File: src/rtl/average_frame_gen.sv
// -----------------------------------------------------------------------------
// average_frame_gen
//   Upstream framer for the averaging stage. Cuts a continuous stream of signed
//   samples into frames of N samples tagged with sof/eof/valid, and discards
//   whole samples while the averager is busy (between eof and its ready rising).
//
// Optional feature macro: AVG_FRAME_DROPCNT_EN
//   defined   -> drop_count counts discarded samples, saturating at 16'hFFFF
//   undefined -> drop_count tied to 16'h0000, no counter logic
//   Framing behaviour is identical either way.
//
// Ports
//   clk            : single clock, all state on its rising edge
//   rst            : synchronous active-high reset
//   cfg_frame_len  : requested frame length N (0 = default, >max clamps)
//   cfg_load       : 1-cycle strobe staging cfg_frame_len
//   din/din_valid  : sample stream, no backpressure
//   DATA_out       : registered sample (holds when DATA_out_valid is low)
//   DATA_out_valid : DATA_out qualifier
//   DATA_sof/eof   : first/last sample of frame, only with DATA_out_valid
//   DATA_in_ready  : averager ready
//   frame_len      : N in use for the current/next frame
//   drop_count     : discarded samples (see macro above)
//   frame_active   : high while a frame is being forwarded
// -----------------------------------------------------------------------------
module average_frame_gen #(
  parameter int C_DATA_WIDTH      = 54,
  parameter int MAX_FRAME_LEN     = 1001,
  parameter int DEFAULT_FRAME_LEN = 1000
) (
  input  logic                    clk,
  input  logic                    rst,
  input  logic [9:0]              cfg_frame_len,
  input  logic                    cfg_load,
  input  logic [C_DATA_WIDTH-1:0] din,
  input  logic                    din_valid,
  output logic [C_DATA_WIDTH-1:0] DATA_out,
  output logic                    DATA_out_valid,
  output logic                    DATA_sof,
  output logic                    DATA_eof,
  input  logic                    DATA_in_ready,
  output logic [9:0]              frame_len,
  output logic [15:0]             drop_count,
  output logic                    frame_active
);

  localparam logic [1:0] ST_IDLE   = 2'd0;
  localparam logic [1:0] ST_RUN    = 2'd1;
  localparam logic [1:0] ST_SETTLE = 2'd2;
  localparam logic [1:0] ST_WAIT   = 2'd3;

  localparam logic [9:0] DEF_LEN = 10'(DEFAULT_FRAME_LEN);
  localparam logic [9:0] MAX_LEN = 10'(MAX_FRAME_LEN);

  // Map a requested length onto the legal range: 0 picks the default, oversize clamps.
  function automatic logic [9:0] resolve_len(input logic [9:0] req);
    logic [9:0] res;
    if (req == 10'd0) begin
      res = DEF_LEN;
    end else if (req > MAX_LEN) begin
      res = MAX_LEN;
    end else begin
      res = req;
    end
    return res;
  endfunction

  logic [1:0] state_r;
  logic [1:0] state_next_s;
  logic [9:0] count_r;
  logic [9:0] staged_len_r;
  logic [9:0] next_len_s;
  logic       start_s;
  logic       fwd_s;
  logic       last_s;

  // A load coinciding with a frame start applies to that very frame.
  assign next_len_s = cfg_load ? resolve_len(cfg_frame_len) : resolve_len(staged_len_r);

  // Next-state and per-cycle forwarding decisions.
  always_comb begin
    state_next_s = state_r;
    start_s      = 1'b0;
    fwd_s        = 1'b0;
    last_s       = 1'b0;
    case (state_r)
      ST_IDLE, ST_WAIT: begin
        if (DATA_in_ready) begin
          state_next_s = ST_RUN;
          start_s      = 1'b1;
        end else begin
          state_next_s = state_r;
        end
      end
      ST_RUN: begin
        // Ready is ignored here: a started frame always runs to completion.
        if (din_valid) begin
          fwd_s = 1'b1;
          if (count_r == frame_len - 10'd1) begin
            last_s       = 1'b1;
            state_next_s = ST_SETTLE;
          end else begin
            last_s = 1'b0;
          end
        end else begin
          fwd_s = 1'b0;
        end
      end
      // The averager's ready is not trustworthy in the cycle right after eof.
      ST_SETTLE: state_next_s = ST_WAIT;
      default:   state_next_s = ST_IDLE;
    endcase
  end

  // FSM, frame counter, configuration staging and registered outputs.
  always_ff @(posedge clk) begin
    if (rst) begin
      state_r        <= ST_IDLE;
      count_r        <= 10'd0;
      staged_len_r   <= 10'd0;
      frame_len      <= DEF_LEN;
      DATA_out       <= '0;
      DATA_out_valid <= 1'b0;
      DATA_sof       <= 1'b0;
      DATA_eof       <= 1'b0;
      frame_active   <= 1'b0;
    end else begin
      state_r      <= state_next_s;
      frame_active <= (state_next_s == ST_RUN);
      if (cfg_load) begin
        staged_len_r <= cfg_frame_len;
      end
      if (start_s) begin
        frame_len <= next_len_s;
        count_r   <= 10'd0;
      end else if (fwd_s) begin
        count_r <= count_r + 10'd1;
      end
      DATA_out_valid <= fwd_s;
      DATA_sof       <= fwd_s && (count_r == 10'd0);
      DATA_eof       <= last_s;
      if (fwd_s) begin
        DATA_out <= din;
      end
    end
  end

`ifdef AVG_FRAME_DROPCNT_EN
  logic drop_s;
  assign drop_s = din_valid && (state_r != ST_RUN);

  // Saturating count of samples discarded outside RUN.
  always_ff @(posedge clk) begin
    if (rst) begin
      drop_count <= 16'h0000;
    end else if (drop_s && (drop_count != 16'hFFFF)) begin
      drop_count <= drop_count + 16'h0001;
    end
  end
`else
  assign drop_count = 16'h0000;
`endif

endmodule

File: config.mk
export PLATFORM = sky130hd
export DESIGN_NAME = average_frame_gen
export DESIGN_NICKNAME = d
export VERILOG_FILES = /design/src/rtl/average_frame_gen.sv
export SDC_FILE = /design/constraint.sdc
export NUM_CORES = 1
export LEC_CHECK = 0
export BUFFER_PORTS_ARGS = -buffer_cell sky130_fd_sc_hd__buf_2
export CAP_MARGIN = 20
export CORE_ASPECT_RATIO = 0.75
export CORE_UTILIZATION = 45
export DETAILED_ROUTE_END_ITERATION = 12
export PLACE_DENSITY = 0.8
export RECOVER_POWER = 50
export SLEW_MARGIN = 20
export SYNTH_ARGS = -nofsm -noshare
export SYNTH_HDL_FRONTEND = slang
export SYNTH_SLANG_ARGS = --single-unit
File: constraint.sdc
create_clock -name clk -period 3.4 [get_ports clk]
set_clock_uncertainty 0.2 [all_clocks]
set_input_delay 0.34 -clock clk [delete_from_list [all_inputs] [get_ports clk]]
set_output_delay 0.34 -clock clk [all_outputs]
set_load 0.02 [all_outputs]
==> results.txt, run 1 <==
Pins Over Slew Limit: 56
failing checks: max-capacitance violations, max-slew violations
Fin Hold WS: 0.0398 ns
Rows: 28
CP delay by family, top: buffers and inverters
PostCTS Resize Cnt: 0
largest net degree at the start of global routing: 56
Worst EP required: 3.27 ns
sequential-to-total area share from yosys stat: 46.3%
Bufs and invs on worst path: 2
DRT iter0 DRCs: 167
die area: 9020 µm²
global placement routability congestion: 0.917
status: finished with violations
Tot Pwr: 0.00262 W
kind of critical path: in -> reg
maxcap violations: 1
synth-to-layout area growth: 22.4%
CP peak stage delay: 1.80 ns
GRT Resource Usage Total: 21.4%
Vias: 3,673
Cell Area, Synth: 3890 µm²
nets@finish: 676
Root Buffer Master: clkbuf_16
Pleak: 1.87 nW
drt first pass iters: 4
critical-path cell list: buf_2 > clkbuf_1 > a211oi_1
CP arrival: 2.66 ns
register bit total from synthesis: 90
CTS Buf Count: 9
clock sink count: 90
Critical Path Sink Type: flip-flop
Tmin final: 2.79 ns
endpoints failing hold: 0
Worst VDD drop: 0.000353 V
total inserted antenna cells: 0
fin crit share: 82.0%
synth warn: 0
Setup crit start kind: input pin
fmax: 359 MHz
Hold Crit Class: in -> reg
DRC viols: 0
most frequent cells in the layout: nand2_1, dfxtp_1, clkbuf_1
total negative slack: 0 ns
via/cell ratio: 5.16
ys async rst share: 0%
first-pass GRT wire length: 15.0 mm
GRT overflow: 0
Slew Limit Headroom: -65.0%
num ports: 153
core area: 8130 µm²
antenna-violating nets left: 0
layout cells sized above 1: 14.8%
cell count after synthesis: 480
syn avg cell area: 8.10 µm²
Post-synth EDFFs: 0
most common cell after layout, fill and taps aside: nand2_1
cts-stage hold buffer count: 0
CTS clk-pin slew, worst paths: 0.07 ns
maximum buffer depth of the clock tree: 2
setup violators final: 0
Slew @ Worst Pin: 2.47 ns
Setup Fix Bufs, Post-CTS: 0
vias in the first global route: 3,238
Die Span X: 109 µm
WL/cell: 13.2 µm
Post-synth top flop: dfxtp_1
initial antenna violation count: 0
Port Buffer Count: 136
Worst Path Max Fanout: 55
htree depth: 3
cell area power density: 551 nW/µm²
die height: 82.5 µm
Starting Density: 47.8%
clk_lat worst skew: 0.32 ns
Post-DP HPWL: 6.93 mm
drt total wl: 9.42 mm
distinct cell type count after synthesis: 48
CP max-delay cell: clkbuf_1
CTS tree: yes
RSZ-0062 raised after global routing: no
## per-layer routing
layer	GRT usage [%]	routed length [µm]	vias up	part of all wire (%)
li1	-	-	1836	-
met1	26.2	4220	1696	45
met2	35.5	4440	133	47
met3	6.36	660	8	7.0
met4	8.27	109	0	1.2
met5	0	0	-	0
## tightest hold or removal path, cell delays in order
cell and delay [ns]:
buf_2 0.09, nand2_1 0.04, a21oi_1 0.05
## through the flow
stage / instance area [µm²] / std cells / worst slack, ns / utilization (%)
after detailed placement: 4550 / 696 / 0.923 / 56.0
final: 4760 / 712 / 0.612 / 58.5
after global placement: 4550 / 696 / 0.939 / 56.0
after CTS: 4850 / 712 / 0.905 / 59.7
after global routing: 4760 / 712 / 0.484 / 58.5
after floorplan: 3940 / 495 / 0.878 / -
## final cells by class
type	instances	area (µm²)
Fill cell	775	3370
Multi-Input combinational cell	351	1870
Sequential cell	90	1800
Timing Repair Buffer	139	614
Clock buffer	10	229
Tap cell	105	131
Clock inverter	6	66.3
Inverter	11	41.3
## synth_stat cells, drive strengths merged, types with 2 or more instances
cell / number / area, µm²
nor2: 30 / 113
a221oi: 4 / 35.0
ha: 5 / 62.6
nor3: 8 / 40.0
clkbuf: 21 / 78.8
a211oi: 3 / 22.5
o31ai: 2 / 15.0
nor4: 6 / 37.5
and3: 4 / 25.0
nand2b: 3 / 18.8
inv: 11 / 41.3
a41oi: 2 / 17.5
nand2: 130 / 488
and2: 2 / 12.5
a31oi: 2 / 12.5
dfxtp: 90 / 1800
or4: 2 / 15.0
buf: 22 / 150
o21ai: 4 / 20.0
nand4: 4 / 25.0
xor2: 10 / 87.6
mux2i: 11 / 110
nor4bb: 2 / 20.0
o31a: 3 / 27.5
o221ai: 4 / 35.0
a21oi: 59 / 295
nand3: 8 / 40.0
xnor2: 11 / 96.3
## state kept, by name, indices dropped and copies added (netlist names)
register,cells
DATA_eof,1
DATA_out,54
DATA_out_valid,1
DATA_sof,1
count_r,10
frame_active,1
frame_len,10
staged_len_r,10
state_r,2
## final timing paths
path / slack (ns) / cells past startpoint / start / to
setup / recovery: 0.61 / 3 / rst / frame_len[1]
hold / removal: 0.04 / 3 / din[35] / DATA_out[35]
setup reg to reg: 0.89 / 5 / frame_len[0] / frame_active
hold reg to reg: 0.25 / 2 / DATA_out[2] / DATA_out[2]
## where the power goes
part,internal (W),switching (W),total (W)
Sequential,0.00113,0.0000561,0.00118
Clock,0.000571,0.000395,0.000966
Combinational,0.000157,0.000314,0.000471
Total,0.00185,0.000765,0.00262
## cells by family after synthesis
logic type / after synthesis / share of synthesized area (%)
DFF: 90 / 46.3
and+or+nand+nor: 206 / 23.1
adders and majority gates: 5 / 1.61
other: 1 / 0.0965
buffers and inverters: 54 / 6.95
AOI/OAI and AO/OA: 92 / 14.3
muxes: 11 / 2.83
xor gates and xnor gates: 21 / 4.73
(Power assumes the default switching activity.)
==> inputs of run 2 (changes only) <==
CORE_UTILIZATION = 44   (was 45)
PLACE_DENSITY = 0.81   (was 0.8)
clock period = 2.3 ns   (was 3.4 ns; I/O delays follow)
==> results.txt, run 2 (same netlist as run 1, synthesis figures left out) <==
DRC viols: 0 (unchanged)
cell area power density: 770 nW/µm² (was 551 nW/µm²)
antenna-violating nets left: 0 (unchanged)
endpoints failing hold: 0 (unchanged)
Register Area: 1810 µm² (was 1800 µm²)
first-pass GRT wire length: 18.2 mm (was 15.0 mm)
core area: 8530 µm² (was 8130 µm²)
Tmin final: 2.30 ns
Slew Limit Headroom: 0.167% (was -65.0%)
pre-CTS setup slack: 0.00186 ns (was 0.923 ns)
clock sink count: 90 (unchanged)
Pins Over Slew Limit: 0 (was 56)
Slew @ Worst Pin: 1.50 ns (was 2.47 ns)
initial antenna violation count: 0 (unchanged)
failing checks: max-capacitance violations, negative setup slack (was max-capacitance violations, max-slew violations)
CTS Buf Count: 9 (unchanged)
FILL cells: 715 (was 775)
critical-path cell list: or3_4 > or4_4 > a2111o_1 > and4bb_1 > a41oi_1 (was buf_2 > clkbuf_1 > a211oi_1)
fin cells: 782 (was 712)
layout cells sized above 1: 15.9% (was 14.8%)
drt total wl: 11.2 mm (was 9.42 mm)
status: finished with violations (unchanged)
Setup crit start kind: flip-flop (was input pin)
maxcap violations: 1 (unchanged)
most common cell after layout, fill and taps aside: nand2_1 (unchanged)
WL/cell: 14.4 µm (was 13.2 µm)
Largest Register: DATA_out (unchanged)
Pleak: 2.22 nW (was 1.87 nW)
num ports: 153 (unchanged)
P_int: 0.00307 W (was 0.00185 W)
Comb pwr share: 19.8% (was 18.0%)
kind of critical path: reg -> reg (was in -> reg)
DRT iter0 DRCs: 236 (was 167)
drt first pass iters: 6 (was 4)
die area: 9220 µm² (was 9020 µm²)
Worst Path Max Fanout: 3 (was 55)
Final WS setup: -0.00496 ns (was 0.612 ns)
reg-to-reg setup timing slack: -0.005 ns (was 0.89 ns)
total inserted antenna cells: 0 (unchanged)
setup violators final: 1 (was 0)
switching power: 0.00119 W (was 0.000765 W)
CP peak stage delay: 0.42 ns (was 1.80 ns)
Post-DP HPWL: 7.11 mm (was 6.93 mm)
Hold Crit Class: in -> reg (unchanged)
total negative slack: -0.00496 ns (was 0 ns)
GRT overflow: 0 (unchanged)
clk_lat worst skew: 0.33 ns (was 0.32 ns)
synth-to-layout area growth: 42.5% (was 22.4%)
fmax: 434 MHz
Die Span X: 111 µm (was 109 µm)
Starting Density: 45.6% (was 47.8%)
global placement routability congestion: 0.935 (was 0.917)
most frequent cells in the layout: nand2_1, dfxtp_1, buf_2 (was nand2_1, dfxtp_1, clkbuf_1)
Rows: 29 (was 28)
CTS clk-pin slew, worst paths: 0.06 ns (was 0.07 ns)
Vias: 4,027 (was 3,673)
RSZ-0062 raised after global routing: yes (was no)
Fin Hold WS: 0.0121 ns (was 0.0398 ns)
cell count after placement: 704 (was 696)
CTS tree: yes (unchanged)
Root Buffer Master: clkbuf_16 (unchanged)
Worst EP required: 2.31 ns (was 3.27 ns)
htree depth: 3 (unchanged)
largest net degree at the start of global routing: 56 (unchanged)
GRT Resource Usage Total: 24.2% (was 21.4%)
Flop pwr share: 41.0% (was 45.2%)
via/cell ratio: 5.15 (was 5.16)
Critical Path Sink Type: flip-flop (unchanged)
vias in the first global route: 3,932 (was 3,238)
Worst VDD drop: 0.000623 V (was 0.000353 V)
Clk pwr share: 39.2% (was 36.9%)
CP max-delay cell: a2111o_1 (was clkbuf_1)
max FFs per register: 54 (unchanged)
nets@finish: 744 (was 676)
die height: 83.4 µm (was 82.5 µm)
post-layout util: 65.0% (was 58.5%)
fin crit share: 100%
maximum buffer depth of the clock tree: 2 (unchanged)
CP arrival: 2.31 ns (was 2.66 ns)
Port Buffer Count: 136 (unchanged)
sw frac: 27.9% (was 29.2%)
multi-input logic area: 1920 µm² (was 1870 µm²)
[run 2: power groups by stage]
stage / clock network, W / registers, W / logic [W]
after CTS: 0.00171 / 0.00174 / 0.000830
final: 0.00167 / 0.00175 / 0.000846
after detailed placement: 0 / 0.00177 / 0.000746
after global placement: 0 / 0.00176 / 0.000726
after floorplan: 0 / 0.00188 / 0.000399
after global routing: 0.00177 / 0.00176 / 0.000913
[run 2: layer usage]
metal  routed length [µm]  GRT usage (%)
met1                 4660           27.6
met2                 5480           42.2
met3                  826           7.23
met4                  260           10.1
met5                    0              0
[run 2: area by class of cell]
cell class                 instances  area share (%)
clock inverter                     5            1.85
tap                              108            2.44
clock buffer                      10            4.31
sequential                        90            32.6
multi-input combinational        351            34.7
inverter                          11           0.745
timing repair buffer             207            23.4
[run 2: critical path: cells and delay by family, from the launching register on]
family / cells / cell delay, ns
AO/OA/AOI/OAI: 2 / 0.54
flip-flops: 1 / 0.34
AND/OR/NAND/NOR: 3 / 1.11
[run 2: final timing paths]
path                     from         endpoint  depth (start not counted)
max              frame_len[0]     frame_active                          5
min          cfg_frame_len[0]  staged_len_r[0]                          3
max reg2reg      frame_len[0]     frame_active                          5
min reg2reg       DATA_out[7]      DATA_out[7]                          2
[run 2: repair_timing]
action	CTS	global route
pin swaps	0	1
hold buffers	62	0
setup endpoints to repair	1	4
setup buffers	0	1
endpoints found under the hold margin	62	0
gates resized for setup	0	9
[run 2: metrics by stage]
step / cell area (µm²) / total power (W)
finish: 5540 / 0.00426
global route: 5540 / 0.00444
CTS: 5570 / 0.00428
detailed placement: 4610 / 0.00252
global placement: 4610 / 0.00249
floorplan: 3950 / 0.00228
==> inputs of run 3 (changes only) <==
CORE_UTILIZATION = 40   (was 44)
PLACE_DENSITY = 0.75   (was 0.81)
==> results.txt, run 3 (same netlist as run 1, synthesis figures left out) <==
status: finished with violations (unchanged)
failing checks: negative setup slack (was max-capacitance violations, negative setup slack)
Tmin final: 2.36 ns (was 2.30 ns)
nets@finish: 746 (was 744)
setup violators final: 4 (was 1)
fin crit share: 103% (was 100%)
Slew @ Worst Pin: 1.21 ns (was 1.50 ns)
Crit. Startpoint: frame_len[1] (was frame_len[0])
Pleak: 2.21 nW (was 2.22 nW)
number of cells on the critical path: 5 (unchanged)
Worst VDD drop: 0.000467 V (was 0.000623 V)
Hold Crit Class: in -> reg (unchanged)
Bufs and invs on worst path: 1 (was 0)
DRC viols: 0 (unchanged)
most frequent cells in the layout: nand2_1, dfxtp_1, buf_2 (unchanged)
Flop pwr share: 42.7% (was 41.0%)
Slew Limit Headroom: 19.6% (was 0.167%)
global placement routability congestion: 0.949 (was 0.935)
Starting Density: 42.1% (was 45.6%)
max FFs per register: 54 (unchanged)
clk_lat worst skew: 0.34 ns (was 0.33 ns)
Setup crit start kind: flip-flop (unchanged)
fmax: 424 MHz (was 434 MHz)
core area: 9230 µm² (was 8530 µm²)
CTS Buf Count: 9 (unchanged)
CP endpoint: DATA_eof (was frame_active)
layout cells sized above 1: 16.0% (was 15.9%)
reg-to-reg setup timing slack: -0.06 ns (was -0.005 ns)
fin cells: 805 (was 782)
Rows: 30 (was 29)
CP peak stage delay: 0.46 ns (was 0.42 ns)
Worst Hold Launch: cfg_frame_len[4] (was cfg_frame_len[0])
cell area power density: 735 nW/µm² (was 770 nW/µm²)
Root Buffer Master: clkbuf_16 (unchanged)
maxcap violations: 0 (was 1)
Clk pwr share: 36.6% (was 39.2%)
total inserted antenna cells: 0 (unchanged)
maximum buffer depth of the clock tree: 2 (unchanged)
CTS clk-pin slew, worst paths: 0.06 ns (about the same)
kind of critical path: reg -> reg (unchanged)
Pins Over Slew Limit: 0 (unchanged)
Final WS setup: -0.0582 ns (was -0.00496 ns)
num ports: 153 (unchanged)
cell count after placement: 723 (was 704)
total negative slack: -0.157 ns (was -0.00496 ns)
htree depth: 3 (unchanged)
worst r2r dst: DATA_eof (was frame_active)
GRT Resource Usage Total: 22.1% (was 24.2%)
RSZ-0062 raised after global routing: yes (unchanged)
drt first pass iters: 5 (was 6)
initial antenna violation count: 0 (unchanged)
CP arrival: 2.38 ns (was 2.31 ns)
Post-DP HPWL: 6.87 mm (was 7.11 mm)
most common cell after layout, fill and taps aside: nand2_1 (unchanged)
WL/cell: 13.5 µm (was 14.4 µm)
Worst Path Max Fanout: 3 (unchanged)
Fin Hold WS: 0.0162 ns (was 0.0121 ns)
DRT iter0 DRCs: 213 (was 236)
sw frac: 28.9% (was 27.9%)
Comb pwr share: 20.7% (was 19.8%)
Tot Pwr: 0.00408 W (was 0.00426 W)
clock sink count: 90 (unchanged)
first-pass GRT wire length: 17.6 mm (was 18.2 mm)
antenna-violating nets left: 0 (unchanged)
vias in the first global route: 3,725 (was 3,932)
critical-path cell list: or3_4 > or4_1 > a2111o_1 > buf_4 > nor4b_1 (was or3_4 > or4_4 > a2111o_1 > and4bb_1 > a41oi_1)
CP max-delay cell: a2111o_1 (unchanged)
CP delay by family, top: simple AND/OR/NAND/NOR gates (unchanged)
via/cell ratio: 4.93 (was 5.15)
worst-case reg-to-reg path depth: 5 (unchanged)
largest net degree at the start of global routing: 60 (was 56)
endpoints failing hold: 0 (unchanged)
CTS tree: yes (unchanged)
P_int: 0.00290 W (was 0.00307 W)
GRT overflow: 0 (unchanged)
Worst EP required: 2.32 ns (was 2.31 ns)
Largest Register: DATA_out (unchanged)
Die Span X: 116 µm (was 111 µm)
synth-to-layout area growth: 42.8% (was 42.5%)
drt total wl: 10.8 mm (was 11.2 mm)
Reg-to-Reg Start: frame_len[1] (was frame_len[0])
switching power: 0.00118 W (was 0.00119 W)
die height: 87.4 µm (was 83.4 µm)
Critical Path Sink Type: flip-flop (unchanged)
Vias: 3,965 (was 4,027)
die area: 10,100 µm² (was 9220 µm²)
Port Buffer Count: 136 (unchanged)
run 3: metrics by stage:
stage | cell area, µm² | util, % | setup WS, ns
floorplan | 3950 | - | -0.0169
global placement | 4650 | 50.4 | 0.0496
detailed placement | 4650 | 50.4 | 0.0292
CTS | 5590 | 60.5 | 0.0186
global route | 5550 | 60.1 | -0.171
finish | 5550 | 60.1 | -0.0582
run 3: layer usage:
| layer | vias up | routed length, µm | GRT usage [%] |
|---|---|---|---|
| li1 | 1978 | - | - |
| met1 | 1803 | 4660 | 26.8 |
| met2 | 173 | 5320 | 37.7 |
| met3 | 11 | 737 | 6.12 |
| met4 | 0 | 133 | 7.69 |
| met5 | - | 0 | 0 |
run 3: worst min-delay path by stage:
stage                            endpoint  slack [ns]  cells past startpoint
after CTS                 staged_len_r[4]       0.004                      3
after detailed placement      DATA_out[8]        0.24                      2
after global routing      staged_len_r[4]        0.03                      3
after floorplan               DATA_out[0]        0.17                      2
final                     staged_len_r[4]        0.02                      3
after global placement        DATA_out[3]        0.24                      2
run 3: power groups by stage:
stage / registers, W / logic, W / clock network [W]
floorplan: 0.00188 / 0.000399 / 0
global placement: 0.00176 / 0.000736 / 0
detailed placement: 0.00177 / 0.000752 / 0
CTS: 0.00174 / 0.000837 / 0.00154
global route: 0.00175 / 0.000924 / 0.00161
finish: 0.00174 / 0.000845 / 0.00149
run 3: layout make-up:
| cell class | instances | area, µm² |
|---|---|---|
| Fill cell | 845 | 3680 |
| Multi-Input combinational cell | 351 | 1910 |
| Sequential cell | 90 | 1810 |
| Timing Repair Buffer | 209 | 1330 |
| Clock buffer | 12 | 256 |
| Tap cell | 128 | 160 |
| Clock inverter | 4 | 48.8 |
| Inverter | 11 | 41.3 |
run 3: worst min-delay path: stages:
cell and delay [ns]:
buf_2 0.11, mux2i_1 0.08, nor2_1 0.09
run 3: what timing repair did:
item / in CTS / in global routing
hold endpoints to repair: 63 / 0
setup endpoints to repair: 2 / 4
buffers inserted: 0 / 3
pin swaps: 0 / 4
gates resized for setup: 1 / 7
hold buffers: 63 / 0
